===== config.mk =====
export PLATFORM = sky130hd
export DESIGN_NAME = gate_bist
export DESIGN_NICKNAME = d
export VERILOG_FILES = /design/src/rtl/gate_bist_pkg.sv /design/src/rtl/gate_bist_golden.sv /design/src/rtl/gate_bist.sv
export SDC_FILE = /design/constraint.sdc
export NUM_CORES = 1
export LEC_CHECK = 0
export CAP_MARGIN = 0
export CELL_PAD_IN_SITES_DETAIL_PLACEMENT = 0
export CELL_PAD_IN_SITES_GLOBAL_PLACEMENT = 1
export CORE_ASPECT_RATIO = 0.8
export CORE_UTILIZATION = 39
export DETAILED_ROUTE_END_ITERATION = 10
export GPL_TIMING_DRIVEN = 0
export HOLD_SLACK_MARGIN = 0.08
export MAX_ROUTING_LAYER = met4
export PLACE_DENSITY_LB_ADDON = 0.12
export SLEW_MARGIN = 10
export SYNTH_ARGS = -nofsm -noshare
export SYNTH_HDL_FRONTEND = slang
export SYNTH_SLANG_ARGS = --single-unit

===== constraint.sdc =====
create_clock -name clk -period 2.55 [get_ports clk]
set_input_delay 0.51 -clock clk [delete_from_list [all_inputs] [get_ports clk]]
set_output_delay 0.51 -clock clk [all_outputs]
set_load 0.01 [all_outputs]

===== src/rtl/gate_bist_pkg.sv =====
// Shared types and golden-operation helper for the gate BIST engine.
package gate_bist_pkg;

  typedef enum logic [2:0] {
    OP_XOR  = 3'd0,
    OP_XNOR = 3'd1,
    OP_AND  = 3'd2,
    OP_OR   = 3'd3,
    OP_NAND = 3'd4,
    OP_NOR  = 3'd5
  } op_e;

  typedef enum logic [1:0] {
    ST_IDLE,
    ST_DRIVE,
    ST_SAMPLE,
    ST_DONE
  } state_e;

  localparam int unsigned GOLD_MAX_W = 32;

  // Callers zero-extend narrower operands and keep the low WIDTH bits of the result.
  function automatic logic [GOLD_MAX_W-1:0] golden(
    input logic [2:0]            op,
    input logic [GOLD_MAX_W-1:0] a,
    input logic [GOLD_MAX_W-1:0] b
  );
    logic [GOLD_MAX_W-1:0] r;
    case (op)
      OP_XNOR: r = ~(a ^ b);
      OP_AND:  r = a & b;
      OP_OR:   r = a | b;
      OP_NAND: r = ~(a & b);
      OP_NOR:  r = ~(a | b);
      default: r = a ^ b;
    endcase
    return r;
  endfunction

endpackage


===== src/rtl/gate_bist_golden.sv =====
// Combinational reference model of the gate under test.
module gate_bist_golden
  import gate_bist_pkg::*;
#(
  parameter int unsigned WIDTH = 1
) (
  input  logic [2:0]       op,
  input  logic [WIDTH-1:0] a,
  input  logic [WIDTH-1:0] b,
  output logic [WIDTH-1:0] exp_o
);

  assign exp_o = WIDTH'(golden(op, GOLD_MAX_W'(a), GOLD_MAX_W'(b)));

endmodule


===== src/rtl/gate_bist.sv =====
// Exhaustive stimulus/compare engine: walks every {a,b} vector, settles, samples, scores.
module gate_bist
  import gate_bist_pkg::*;
#(
  parameter int unsigned WIDTH  = 1,
  parameter int unsigned SETTLE = 2,
  parameter int unsigned CNT_W  = 8
) (
  input  logic                 clk,
  input  logic                 rst_n,
  input  logic                 start,
  input  logic [2:0]           op_sel,
  output logic [WIDTH-1:0]     a_o,
  output logic [WIDTH-1:0]     b_o,
  input  logic [WIDTH-1:0]     dut_out_i,
  output logic                 busy,
  output logic                 done,
  output logic                 pass,
  output logic [CNT_W-1:0]     err_count,
  output logic [2*WIDTH-1:0]   first_fail_vec,
  output logic                 first_fail_valid
);

  localparam int unsigned VW = 2 * WIDTH;
  localparam int unsigned SW = (SETTLE > 1) ? $clog2(SETTLE) : 1;
  localparam logic [SW-1:0] SETTLE_LAST = SW'(SETTLE - 1);

  state_e             state_q, state_d;
  logic [VW-1:0]      vec_q, vec_d;
  logic [SW-1:0]      set_q, set_d;
  logic [2:0]         op_q, op_d;
  logic [CNT_W-1:0]   err_q, err_d;
  logic [VW-1:0]      ffv_q, ffv_d;
  logic               ffvld_q, ffvld_d;
  logic [WIDTH-1:0]   exp_val;
  logic               mismatch;

  gate_bist_golden #(.WIDTH(WIDTH)) u_golden (
    .op    (op_q),
    .a     (vec_q[VW-1:WIDTH]),
    .b     (vec_q[WIDTH-1:0]),
    .exp_o (exp_val)
  );

  assign mismatch = (dut_out_i != exp_val);

  always_comb begin
    state_d = state_q;
    vec_d   = vec_q;
    set_d   = set_q;
    op_d    = op_q;
    err_d   = err_q;
    ffv_d   = ffv_q;
    ffvld_d = ffvld_q;
    case (state_q)
      ST_IDLE, ST_DONE: begin
        if (start) begin
          state_d = ST_DRIVE;
          vec_d   = '0;
          set_d   = '0;
          op_d    = op_sel;
          err_d   = '0;
          ffv_d   = '0;
          ffvld_d = 1'b0;
        end
      end
      ST_DRIVE: begin
        if (set_q == SETTLE_LAST) state_d = ST_SAMPLE;
        else                      set_d   = set_q + SW'(1);
      end
      ST_SAMPLE: begin
        if (mismatch) begin
          if (err_q != '1) err_d = err_q + CNT_W'(1);
          if (!ffvld_q) begin
            ffv_d   = vec_q;
            ffvld_d = 1'b1;
          end
        end
        // All-ones compare ends the walk; the counter is never allowed to wrap.
        if (vec_q == '1) begin
          state_d = ST_DONE;
        end else begin
          state_d = ST_DRIVE;
          vec_d   = vec_q + VW'(1);
          set_d   = '0;
        end
      end
      default: state_d = ST_IDLE;
    endcase
  end

  always_ff @(posedge clk or negedge rst_n) begin
    if (!rst_n) begin
      state_q <= ST_IDLE;
      vec_q   <= '0;
      set_q   <= '0;
      op_q    <= '0;
      err_q   <= '0;
      ffv_q   <= '0;
      ffvld_q <= 1'b0;
    end else begin
      state_q <= state_d;
      vec_q   <= vec_d;
      set_q   <= set_d;
      op_q    <= op_d;
      err_q   <= err_d;
      ffv_q   <= ffv_d;
      ffvld_q <= ffvld_d;
    end
  end

  assign a_o              = vec_q[VW-1:WIDTH];
  assign b_o              = vec_q[WIDTH-1:0];
  assign busy             = (state_q == ST_DRIVE) || (state_q == ST_SAMPLE);
  assign done             = (state_q == ST_DONE);
  assign pass             = done && (err_q == '0);
  assign err_count        = err_q;
  assign first_fail_vec   = ffv_q;
  assign first_fail_valid = ffvld_q;

endmodule

# Word level (Yosys, flattened, before mapping)
# Index checks and enable logic that the tools add are counted.
# totals
register_bits,19
input_bits,7
output_inout_bits,16
wordCells,67
# classes
add_sub_neg,3
n_eq_ne,17
mux,21
n_bitwise,6
reduce_logical,13
# op_table
operator,n
$mux 8,3
$pmux 8 s2,1
$mux 2,7
$ne 2x2->1 const B,6
$add 8x1->8 const B,1
$logic_not 8->1,1
$ne 8x8->1 const B,1
$pmux 2 s2,2
$reduce_and 4->1,2
$eq 2x2->1 const B,3
$eq 3x2->1 const B,2
$eq 3x3->1 const B,2
$pmux 2 s3,1
$reduce_and 2->1,3
$reduce_and 3->1,2
$pmux 1 s5,1
$mux 1,4
$eq 3x1->1 const B,1
$not 1->1,3
$pmux 1 s3,1
$add 2x1->2 const B,1
$eq 2x1->1 const B,1
$logic_not 2->1,1
$pmux 1 s2,1
other kinds (9),9

# Longest topological paths before layout
# Gate-level depths: netlist of run 1.
# depth
ltp_word,6
ltp_mapped,9
ltp_nobuf,8

# By module
# A second synthesis of run 1 with hierarchy kept.
# hier_totals
hier_cells,129
area_unflattened_um2,1206.2
# by_module_without_submodules
module,n_inst,cells_each,area_each_um2,seq_area_each_um2
gate_bist,1,115,1103.6,475.5
gate_bist_golden,1,14,102.6,0.0

# Least setup slack after synthesis of run 1
# OpenSTA, ideal clock, no wires.
# synth_path
kind,reg-to-reg
startpoint,reg vec_q[1]
endpoint,reg err_q[2] (netlist: err_count[2])
setup_time_ps,126
arrival_ps,2134
required_time_ps,2424
path_slack_ps,290
path_stages_with_launch,10
path_buffers,1
synth_period_minus_slack_ps,2260
path_cell_list,dfrtp_1 -> inv_1 -> ha_1 -> and2_4 -> or4b_4 -> o211ai_2 -> xor2_2 -> buf_6 -> a31oi_1 -> a221o_1
# synth_via
elab_chain_len,6
elab_cells_between_ends,10
cone_classes,eq/ne: 2; mux: 1; bitwise: 6; reduce/logical: 1
# synth_lines
item,line,source
"start, declared",gate_bist.sv:29,"logic [VW-1:0] vec_q, vec_d;"
"start signal, assigned",gate_bist.sv:103,vec_q <= vec_d;
$or 1x1->1 (tied with other cells),"gate_bist_pkg.sv:32, gate_bist_pkg.sv:34",
$not 1->1 (on tied branches),"gate_bist_pkg.sv:34, gate_bist_pkg.sv:30, gate_bist_pkg.sv:33",
$pmux 1 s5 *,gate_bist_pkg.sv:29,case (op)
$ne 1x1->1 *,gate_bist.sv:45,assign mismatch = (dut_out_i != exp_val);
$ne 2x2->1 (no line) *,-,
$reduce_and 4->1 (no line) *,-,
"end signal, assigned",gate_bist.sv:106,err_q <= err_d;
"end, declared",gate_bist.sv:32,"logic [CNT_W-1:0] err_q, err_d;"
# Mark *: on every way between the ends. The rest lies on a longest branch, timed or not.
# A chain may end at the register's enable or synchronous reset.

# Worst setup path in the final report of run 1
# layout_path
startpoint,reg state_q[0]
endpoint,out pass
# layout_via
elab_chain_len,2
# layout_lines
item,line,source
"start, declared",gate_bist.sv:28,"state_e state_q, state_d;"
"start signal, assigned",gate_bist.sv:102,state_q <= state_d;
$eq 2x2->1,gate_bist.sv:115,assign done = (state_q == ST_DONE);
$logic_and 1x1->1,gate_bist.sv:116,assign pass = done && (err_q == '0);
"end, declared",gate_bist.sv:18,"output logic pass,"
# No other way between the ends.

==> results of run 1 <==
==> cell type report <==
| type | count | area [sq um] |
|---|---|---|
| Timing Repair Buffer | 22 | 220 |
| Multi-Input combinational cell | 104 | 728 |
| Inverter | 11 | 41.3 |
| Sequential cell | 19 | 478 |
| Buffer | 5 | 26.3 |
| Fill cell | 295 | 1500 |
| Clock buffer | 4 | 45.0 |
| Tap cell | 40 | 50.0 |
==> worst max path at each step <==
stage | end | cells past startpoint
floorplan | err_count[2] | 9
global placement | err_count[2] | 8
detailed placement | err_count[2] | 8
CTS | err_count[2] | 8
global route | err_count[0] | 9
finish | pass | 4
==> cell families (layout without fill, tap and decap cells) <==
kind of cell | Yosys count | after routing | share of synthesized area [%]
buf+inv | 17 | 42 | 5.63
simple gates | 56 | 56 | 24.5
xor+xnor | 2 | 2 | 1.97
fa+ha+maj | 9 | 9 | 8.88
mux | 3 | 3 | 2.67
flops | 19 | 19 | 37.5
compound gates | 34 | 34 | 18.9
==> layout by cell type, fill, tap and decap left out, types with 2 or more instances in the layout <==
master	count
mux2_2	3
nand4_1	5
dfrtp_1	17
o21ai_0	2
clkbuf_1	4
dfrtp_2	2
ha_1	9
o311ai_0	2
nor2_1	13
o22ai_1	4
nand3_1	3
a31oi_1	4
and3_1	3
clkdlybuf4s50_1	22
nor4b_1	3
nand2_1	15
inv_1	11
a21oi_1	9
nor3_1	2
o211ai_1	6
clkbuf_8	3
==> routing by layer <==
| metal | GRT usage, % | routed length, microns |
|---|---|---|
| met5 | - | 0 |
| met4 | 6.16 | 45 |
| met3 | 5.17 | 126 |
| met2 | 27.2 | 1290 |
| met1 | 30.4 | 1630 |
==> flip-flops by register name, summed over array words and instances (netlist names) <==
signal / flops
first_fail_valid: 1
state_q: 2
set_q: 1
err_count: 8
op_q: 3
first_fail_vec: 2
vec_q: 2
==> worst min-delay path: cells and delay by family, from the launching register on <==
| kind | cells | cell delay (ns) |
|---|---|---|
| AO/OA/AOI/OAI | 1 | 0.08 |
| AND/OR/NAND/NOR | 1 | 0.06 |
| flip-flops | 1 | 0.39 |
==> metrics by stage <==
step / hold slack (ns) / instance area (sq um) / power (uW) / cells / setup slack [ns]
6_report: 0.569 / 1590 / 1680 / 205 / 0.145
5_1_grt: 0.621 / 1590 / 1830 / 205 / 0.0212
4_1_cts: 0.557 / 1580 / 1660 / 206 / 0.0410
3_5_place_dp: 0.534 / 1540 / 1430 / 202 / 0.0521
3_3_place_gp: 0.527 / 1540 / 1410 / 202 / 0.100
2_1_floorplan: 0.214 / 1270 / 1130 / 140 / 0.290
==> report_power, final <==
part	total, uW	switching [uW]	internal [uW]
Sequential	473	95.2	378
Combinational	987	569	418
Clock	220	108	111
==> impl_metrics.env, run 1 <==
export IMPL_drv_slew=0
export IMPL_whs_path_depth=2
export IMPL_whs_endpoint="first_fail_vec[1]"
export IMPL_final_nets=182
export IMPL_drtAntennaViolNets=0
export IMPL_viasPerCell=5.59
export IMPL_synthFlopType="dfrtp_1"
export IMPL_synth_common_cells="dfrtp_1, nand2_1, nor2_1"
export IMPL_timing_rr_end="err_count[4]"
export IMPL_clk_pin_slew_ns=0.08
export IMPL_drive_gt1_share_pct=12.1
export IMPL_h_tree_depth=1
export IMPL_syn_avg_cell_area_sq_um=9.05
export IMPL_worst_hold_startpoint="first_fail_vec[1]"
export IMPL_status="finished, final reports clean"
export IMPL_initialDrtViolationCount=65
export IMPL_wire_per_inst_microns=15.1
export IMPL_cts_tree="done"
export IMPL_async_flop_share_pct=100
export IMPL_dpl_hpwl_microns=2200
export IMPL_grt_pass1_vias=1059
export IMPL_slew_limit_headroom_pct=41.5
export IMPL_pin_count=23
export IMPL_num_vias=1145
export IMPL_rows=18
export IMPL_worst_pin_slew_ns=0.875
export IMPL_root_buffer="clkbuf_8"
export IMPL_die_h_microns=53.0
export IMPL_hold_viol=0
export IMPL_initial_core_util_pct=41.1
export IMPL_grt_pass1_wl_microns=5130
export IMPL_crit_path_max_incr_delay_ns=0.53
export IMPL_setup_tns_ns=0
export IMPL_yosys_area_top_type="dfrtp_1"
export IMPL_grt_total_usage_pct=20.7
export IMPL_synth_area_leaders="dfrtp_1, ha_1, nand2_1, nor2_1, a21oi_1"
export IMPL_ys_types=41
export IMPL_cp_startpoint="state_q[0]"
export IMPL_synth_nets=156
export IMPL_cap_viol_max_count=0
export IMPL_antenna_found_initial=0
export IMPL_die_area_sq_mm=0.00348
export IMPL_synth_seq_area_share_pct=37.5
export IMPL_crit_path_end_kind="output port"
export IMPL_yosysTopAreaCellShare_pct=37.5
export IMPL_fin_skew_ns=0.00419
export IMPL_r2r_cells=8
export IMPL_fin_crit_sh_pct=94.3
export IMPL_cp_slowest_cell="clkdlybuf4s50_1"
export IMPL_gp_routability_congestion=0.882
export IMPL_crit_path_start_kind="register"
export IMPL_worstSkewPairLatency_ns=0.26
export IMPL_cts_made_buffers=3
export IMPL_routed_wl_microns=3090
export IMPL_cts_hold_fix_buffers=0
export IMPL_cpLargestDelayFamily="buffers and inverters"
export IMPL_syn_inst=140
export IMPL_core_area_sq_mm=0.00309
export IMPL_hp_class="reg -> reg"
export IMPL_r2r_start="state_q[0]"
export IMPL_diodes=0
export IMPL_setup_viol=0
export IMPL_clockBufferDepth=2
export IMPL_max_freq_mhz=416
export IMPL_fin_util_pct=51.5
export IMPL_critPathBufInv=1
export IMPL_critical_path_peak_fanout=5
export IMPL_firstDrtPassIters=4
export IMPL_crit_chain="ha_1 > nor4b_1 > and4b_1 > clkdlybuf4s50_1"
export IMPL_area_delta_synth_final_pct=25.4
export IMPL_cts_resized=0
export IMPL_cts_setup_buffers=0
export IMPL_netlist_area_sq_mm=0.00127
export IMPL_grt_ovfl_total=0
export IMPL_critPathRequiredTime_ns=2.04
export IMPL_drc=0
export IMPL_port_buffers=22
export IMPL_leakage_uw=0.000640
export IMPL_ir_worst_vdd_mv=0.633
export IMPL_rrSetupSlack_ns=0.16
export IMPL_rsz0062_at_grt="false"
export IMPL_power_density_mw_per_mm2=1060
export IMPL_cts_sinks=19
export IMPL_ys_warn_count=0
export IMPL_criticalPathCategory="reg -> out"
export IMPL_worstPathArrival_ns=1.89
export IMPL_yosysMostFrequentCell="dfrtp_1"
export IMPL_finalCriticalPeriod_ns=2.40
export IMPL_die_width_microns=65.7
export IMPL_grt_max_degree=20
export IMPL_synth_seq_cells=19
export IMPL_synth_edf_count=0
No activity file was read; power rests on OpenSTA's default activity.
==> run 2, diff against run 1 <==
CAP_MARGIN = 20   (was 0)
==> results of run 2 <==
Same layout as run 1: the final DEF is identical, and so are final timing and power.
==> edit 1, RTL diff (config.mk and constraints of run 2) <==
Reset style: synchronous (`rst_n`), changed in one clocked block.
--- a/src/rtl/gate_bist.sv
+++ b/src/rtl/gate_bist.sv
@@ -91,3 +91,3 @@
 
-  always_ff @(posedge clk or negedge rst_n) begin
+  always_ff @(posedge clk) begin
     if (!rst_n) begin
Behaviour: differs if rst_n is asserted again (counterexample within 4 cycles, from zero or initial values and one cycle with rst_n low); with rst_n held inactive, the same outputs for 10 cycles.
==> edit 1 against run 2 <==
Design area is 3.5% lower. Synthesized area is 3.7% lower. Wire length is 4.1% higher. Fmax is 2.8% lower. Die area is 3.5% lower. Critical path depth is 1 lower. Highest routed layer unchanged. Sequential cell count stayed put. First-iteration DRC count is 22% lower. Setup slack worse by 0.069 ns. Count of clock-buffer cells in the layout is 1 lower.
Power is not compared: it rests on default switching activity, and its combinational part moved more than twofold at a synthesized area within 25%.
==> edit 1: results (changes against run 2) <==
Placement
The post-placement setup slack came to 0.0701 ns (+0.0181 ns). The count of placed standard cells including taps came to 208 (+3.0%). The post-DP HPWL is 2.32 mm (+5.4%). The last weighted congestion value of the routability-driven placer is 0.831 (-5.7%). The number of port buffers came to 21 (-4.5%).

Worst setup path
The slowest stage of the critical path belongs to the cell sky130_fd_sc_hd__or4_1. The worst register-to-register path begins at vec_q[0]. Among cell families on the critical path, the largest total delay comes from simple AND/OR/NAND/NOR gates.

The number of cell instances on the worst register-to-register path came to 9 (+1). The data arrival time of the worst path came to 1.96 ns (+0.07 ns). The worst flop-to-flop path endpoint is err_count[0]. The peak fanout along the critical path is 7 (+2).

The maximum single-stage delay on the critical path is 0.60 ns (+0.07 ns).

Routing
The ratio of routed vias to standard cells is 5.69 (+1.8%). The detailed router's first-iteration violation count is 51 (-22%). The average wire per cell in the routed design is 15.2 microns (+0.70%).

The wire length after detailed routing came to 3.22 mm (+4.1%).

Outcome
The flow ran to the end, and the final reports show no timing, DRC or antenna violations.

Finish
The flip-flop count of the largest register, all copies and words added is 8 (unchanged). The number of nets at the end of the flow is 191 (+4.9%). The ratio of cells with drive above 1 in the final layout came to 8.62% (-3.5 points).

Hold path
For hold timing, the worst endpoint is first_fail_vec[0]. The launch instance of the worst min-delay path is first_fail_vec[0].

Synth
The fraction of the mapped netlist area in compound gates was 23.8% (+4.9 points). The async set-or-reset flop fraction in the synthesized netlist is 0% (-100 points). The number of nets in the synthesized netlist is 165 (+5.8%). The adder-cell share of the synthesized area is 9.22% (+0.34 points). The fraction of the yosys area taken by sequential cells is 31.1% (-6.4 points). The fraction of synthesized cell area in xor and xnor cells is 0.717% (-1.3 points).

Counting instances in the post-synthesis netlist gives the leading cell types as 19 x sky130_fd_sc_hd__dfxtp_1, 13 x sky130_fd_sc_hd__nand2_1, 12 x sky130_fd_sc_hd__nor2_1. The number of unique standard cell types used by synthesis is 46 (+12%). The proportion of synthesized area in mux cells is 2.77% (+0.10 points).

Sorting the synthesized cells by area gives the leading types as sky130_fd_sc_hd__dfxtp_1 31%, sky130_fd_sc_hd__ha_1 9.2%, sky130_fd_sc_hd__a21oi_1 4.5%, sky130_fd_sc_hd__nand2_1 4.0%, sky130_fd_sc_hd__nor2_1 3.7%. The count of synthesis-stage warnings from yosys is 0 (unchanged). The number of instances in the synthesized netlist is 149 (+6.4%).

Power and ir drop
The reported combinational group power is 166 uW. For this design the static power due to leakage is around 0.57 nW. The switching portion of total power is a little under a third.

Clocking
The count of clock tree sinks came to 19 (unchanged). The H-tree depth is 1 (unchanged). The buffer type at the clock tree root is sky130_fd_sc_hd__clkbuf_8.

Global route
The pin count of the biggest net entering global routing was 12 (-40%). The wire length of the first global-routing pass is 5.44 mm (+6.1%). The aggregate global-route resource usage is 22.4% (+1.7 points). The number of global-route vias before repair is 1135 (+7.2%).

STA
The relative max-transition margin came to 66.3% (+25 points). The final clock skew was 0.00594 ns (+0.00175 ns).
-- edit 1: kinds of logic after synthesis --
family | after synthesis
compound gates | 40
buf+inv | 18
mux | 3
simple gates | 59
fa+ha+maj | 9
xor+xnor | 1
flops | 19
-- edit 1: cell type report --
class | instances | area (sq um)
Multi-Input combinational cell | 112 | 764
Clock inverter | 1 | 5.00
Sequential cell | 19 | 383
Tap cell | 38 | 47.5
Inverter | 11 | 41.3
Fill cell | 290 | 1340
Buffer | 7 | 41.3
Timing Repair Buffer | 21 | 210
Clock buffer | 3 | 41.3
-- edit 1: per-layer routing --
metal | up-vias | wire (microns) | GRT usage (%)
met5 | - | 0 | -
met4 | 0 | 46 | 8.15
li1 | 598 | - | -
met2 | 30 | 1410 | 34.4
met1 | 572 | 1630 | 28.9
met3 | 6 | 131 | 5.04
-- edit 1: stage by stage --
stage / util, % / area [sq um] / hold slack [ns]
3_3_place_gp: 51.5 / 1480 / 0.453
2_1_floorplan: - / 1220 / 0.475
4_1_cts: 53.1 / 1530 / 0.479
3_5_place_dp: 51.5 / 1480 / 0.464
6_report: 53.4 / 1530 / 0.477
5_1_grt: 53.4 / 1530 / 0.511
-- edit 1: how the worst max path moves through the flow --
stage / from / to / slack (ns) / depth (start not counted)
after detailed placement: vec_q[0] / err_count[0] / 0.07 / 9
after floorplan: vec_q[0] / err_count[0] / 0.21 / 9
after global routing: err_count[2] / pass / -0.03 / 3
after CTS: err_count[2] / pass / 0.03 / 3
final: err_count[2] / pass / 0.08 / 3
after global placement: vec_q[0] / err_count[0] / 0.12 / 9
-- edit 1: tightest hold or removal path, delay by kind of cell (launching register included) --
kind / cells / cell delay [ns]
simple gates: 1 / 0.05
compound gates: 1 / 0.06
flops: 1 / 0.32
==> edit 2, RTL diff (flow settings as in run 2) <==
Made on the original files. The parameter `CNT_W` goes from 8 to 6.
--- a/src/rtl/gate_bist.sv
+++ b/src/rtl/gate_bist.sv
@@ -6,3 +6,3 @@
   parameter int unsigned SETTLE = 2,
-  parameter int unsigned CNT_W  = 8
+  parameter int unsigned CNT_W  = 6
 ) (
Ports: changed (resized err_count); port bits go from 23 to 21. No check against the original RTL was run, so the function may have changed too.
==> edit 2 against run 2 <==
Non-clock buffer count did not move. Setup slack got worse by 0.033 ns. Clock skew barely moved. First-iteration DRC count fell by 37%. Sequential share of layout area rose by 0.19 points. Design area fell by 11%. Count of clock-buffer cells in the layout did not move. Synthesized area fell by 14%. Wire length fell by 17%. Cell count fell by 13%. Total power fell by 9.3%. Sequential cell count fell by 2. Critical path type is now flip-flop to flip-flop. Critical endpoint is now err_count[4].
==> edit 2: results (changes against run 2) <==
Synth
The fraction of the yosys area taken by sequential cells is 38.9% (+1.3 points). The fraction of synthesized cell area in xor and xnor cells is 1.60% (-0.37 points). Counting instances in the post-synthesis netlist gives the leading cell types as 17 x sky130_fd_sc_hd__dfrtp_1, 10 x sky130_fd_sc_hd__inv_1, 9 x sky130_fd_sc_hd__ha_1. By area the synthesized netlist is led by sky130_fd_sc_hd__dfrtp_1 39%, sky130_fd_sc_hd__ha_1 10%, sky130_fd_sc_hd__mux2_2 4.1%, sky130_fd_sc_hd__nand3_1 3.7%, sky130_fd_sc_hd__inv_1 3.4%. The fraction of the mapped netlist area in compound gates is 20.2% (+1.4 points).

The adder-cell share of the synthesized area is 10.3% (+1.4 points). The number of unique standard cell types used by synthesis was 38 (-7.3%). The number of nets in the synthesized netlist is 129 (-17%). The post-synthesis area per instance is 9.69 sq um (+7.0%).

Finish
The flip-flop count of the largest register, all copies and words added is 6 (-2). The number of nets at the end of the flow is 159 (-13%). The ratio of cells with drive above 1 in the final layout is 16.2% (+4.1 points).

Outcome
The run finished with clean final reports.

Global route
The wire length of the first global-routing pass is 4.26 mm (-17%). The number of global-route vias before repair was 931 (-12%). The aggregate global-route resource usage is 19.6% (-1.1 points). The pin count of the biggest net entering global routing was 18 (-10%).

Placement
The post-placement setup slack is 0.0523 ns (+0.000272 ns). The count of placed standard cells including taps is 169 (-16%). The last weighted congestion value of the routability-driven placer is 0.770 (-13%). The number of port buffers is 20 (-9.1%).

STA
The final clock skew is 0.00416 ns (-0.0000311 ns). The worst hold slack across all endpoints is 0.547 ns (-0.0223 ns).

Routing
The ratio of routed vias to standard cells is 5.38 (-3.7%). The met1 wire length came to 1.32 mm (-19%). The overall via count from detail_route came to 957 (-16%). The wire length on met2 is 1.15 mm (-11%).

Power and ir drop
The largest voltage drop on the vdd net is 0.656 mV (+3.6%). The reported leakage power came to 0.614 nW (-4.1%).

Worst setup path
The startpoint identified for the worst register-to-register timing path is vec_q[0]. In this run the worst setup path terminates at err_count[4]. The slack of the worst reg-to-reg path is 0.11 ns (-0.05 ns).

Clocking
The later-pin clock latency in the skew report is 0.29 ns (+0.03 ns). The buffer type at the clock tree root is sky130_fd_sc_hd__clkbuf_4. The clock-pin slew reported for the worst setup and hold paths after clock tree synthesis was 0.10 ns (+0.02 ns).
[edit 2: routing by layer]
metal	track usage (%)	up-vias
met5	-	-
met4	1.89	0
met3	5.84	2
met2	29.7	21
met1	26.7	460
li1	-	474
[edit 2: per-stage QoR]
| stage | instance area, sq um | power [mW] |
|---|---|---|
| 2_1_floorplan | 1090 | 1.03 |
| 3_3_place_gp | 1340 | 1.28 |
| 3_5_place_dp | 1340 | 1.31 |
| 4_1_cts | 1370 | 1.46 |
| 5_1_grt | 1410 | 1.66 |
| 6_report | 1410 | 1.52 |
[edit 2: final cells by class]
type / instances / area (sq um)
buffer: 2 / 15.0
clock buffer: 4 / 26.3
fill: 247 / 1130
inverter: 10 / 37.5
multi-input combinational: 84 / 626
sequential: 17 / 428
tap: 36 / 45.0
timing repair buffer: 25 / 236
[edit 2: power breakdown]
group          switching [mW]  internal [mW]
registers              0.0891          0.347
clock network          0.0886         0.0609
logic                   0.491          0.446
total                   0.669          0.854
[edit 2: cell families after synthesis]
group	after synthesis
flops	17
compound gates	29
mux	5
buf+inv	12
fa+ha+maj	9
simple gates	39
xor+xnor	2
[edit 2: worst min-delay path by stage]
stage | endpoint | from | cells past startpoint
2_1_floorplan | err_count[0] | rst_n | 0
3_3_place_gp | first_fail_vec[1] | first_fail_vec[1] | 2
3_5_place_dp | first_fail_vec[1] | first_fail_vec[1] | 2
4_1_cts | first_fail_vec[1] | first_fail_vec[1] | 2
5_1_grt | first_fail_vec[1] | first_fail_vec[1] | 2
6_report | first_fail_vec[1] | first_fail_vec[1] | 2
[edit 2: what timing repair did]
item / CTS / global route
pin swaps: 0 / 0
setup endpoints to repair: 1 / 9
gates cloned: 0 / 0
resized for setup: 1 / 4
setup buffers: 1 / 4
[edit 2: critical path, cell delays in order, from the launching register on]
cell and delay (ns):
sky130_fd_sc_hd__dfrtp_2 0.44, sky130_fd_sc_hd__inv_1 0.06, sky130_fd_sc_hd__ha_1 0.31, sky130_fd_sc_hd__nor2b_2 0.18, sky130_fd_sc_hd__a21oi_1 0.13, sky130_fd_sc_hd__o32ai_1 0.10, sky130_fd_sc_hd__a311oi_2 0.30, sky130_fd_sc_hd__xor2_1 0.16
sky130_fd_sc_hd__buf_6 0.17, sky130_fd_sc_hd__o311a_1 0.34, sky130_fd_sc_hd__a21o_1 0.15
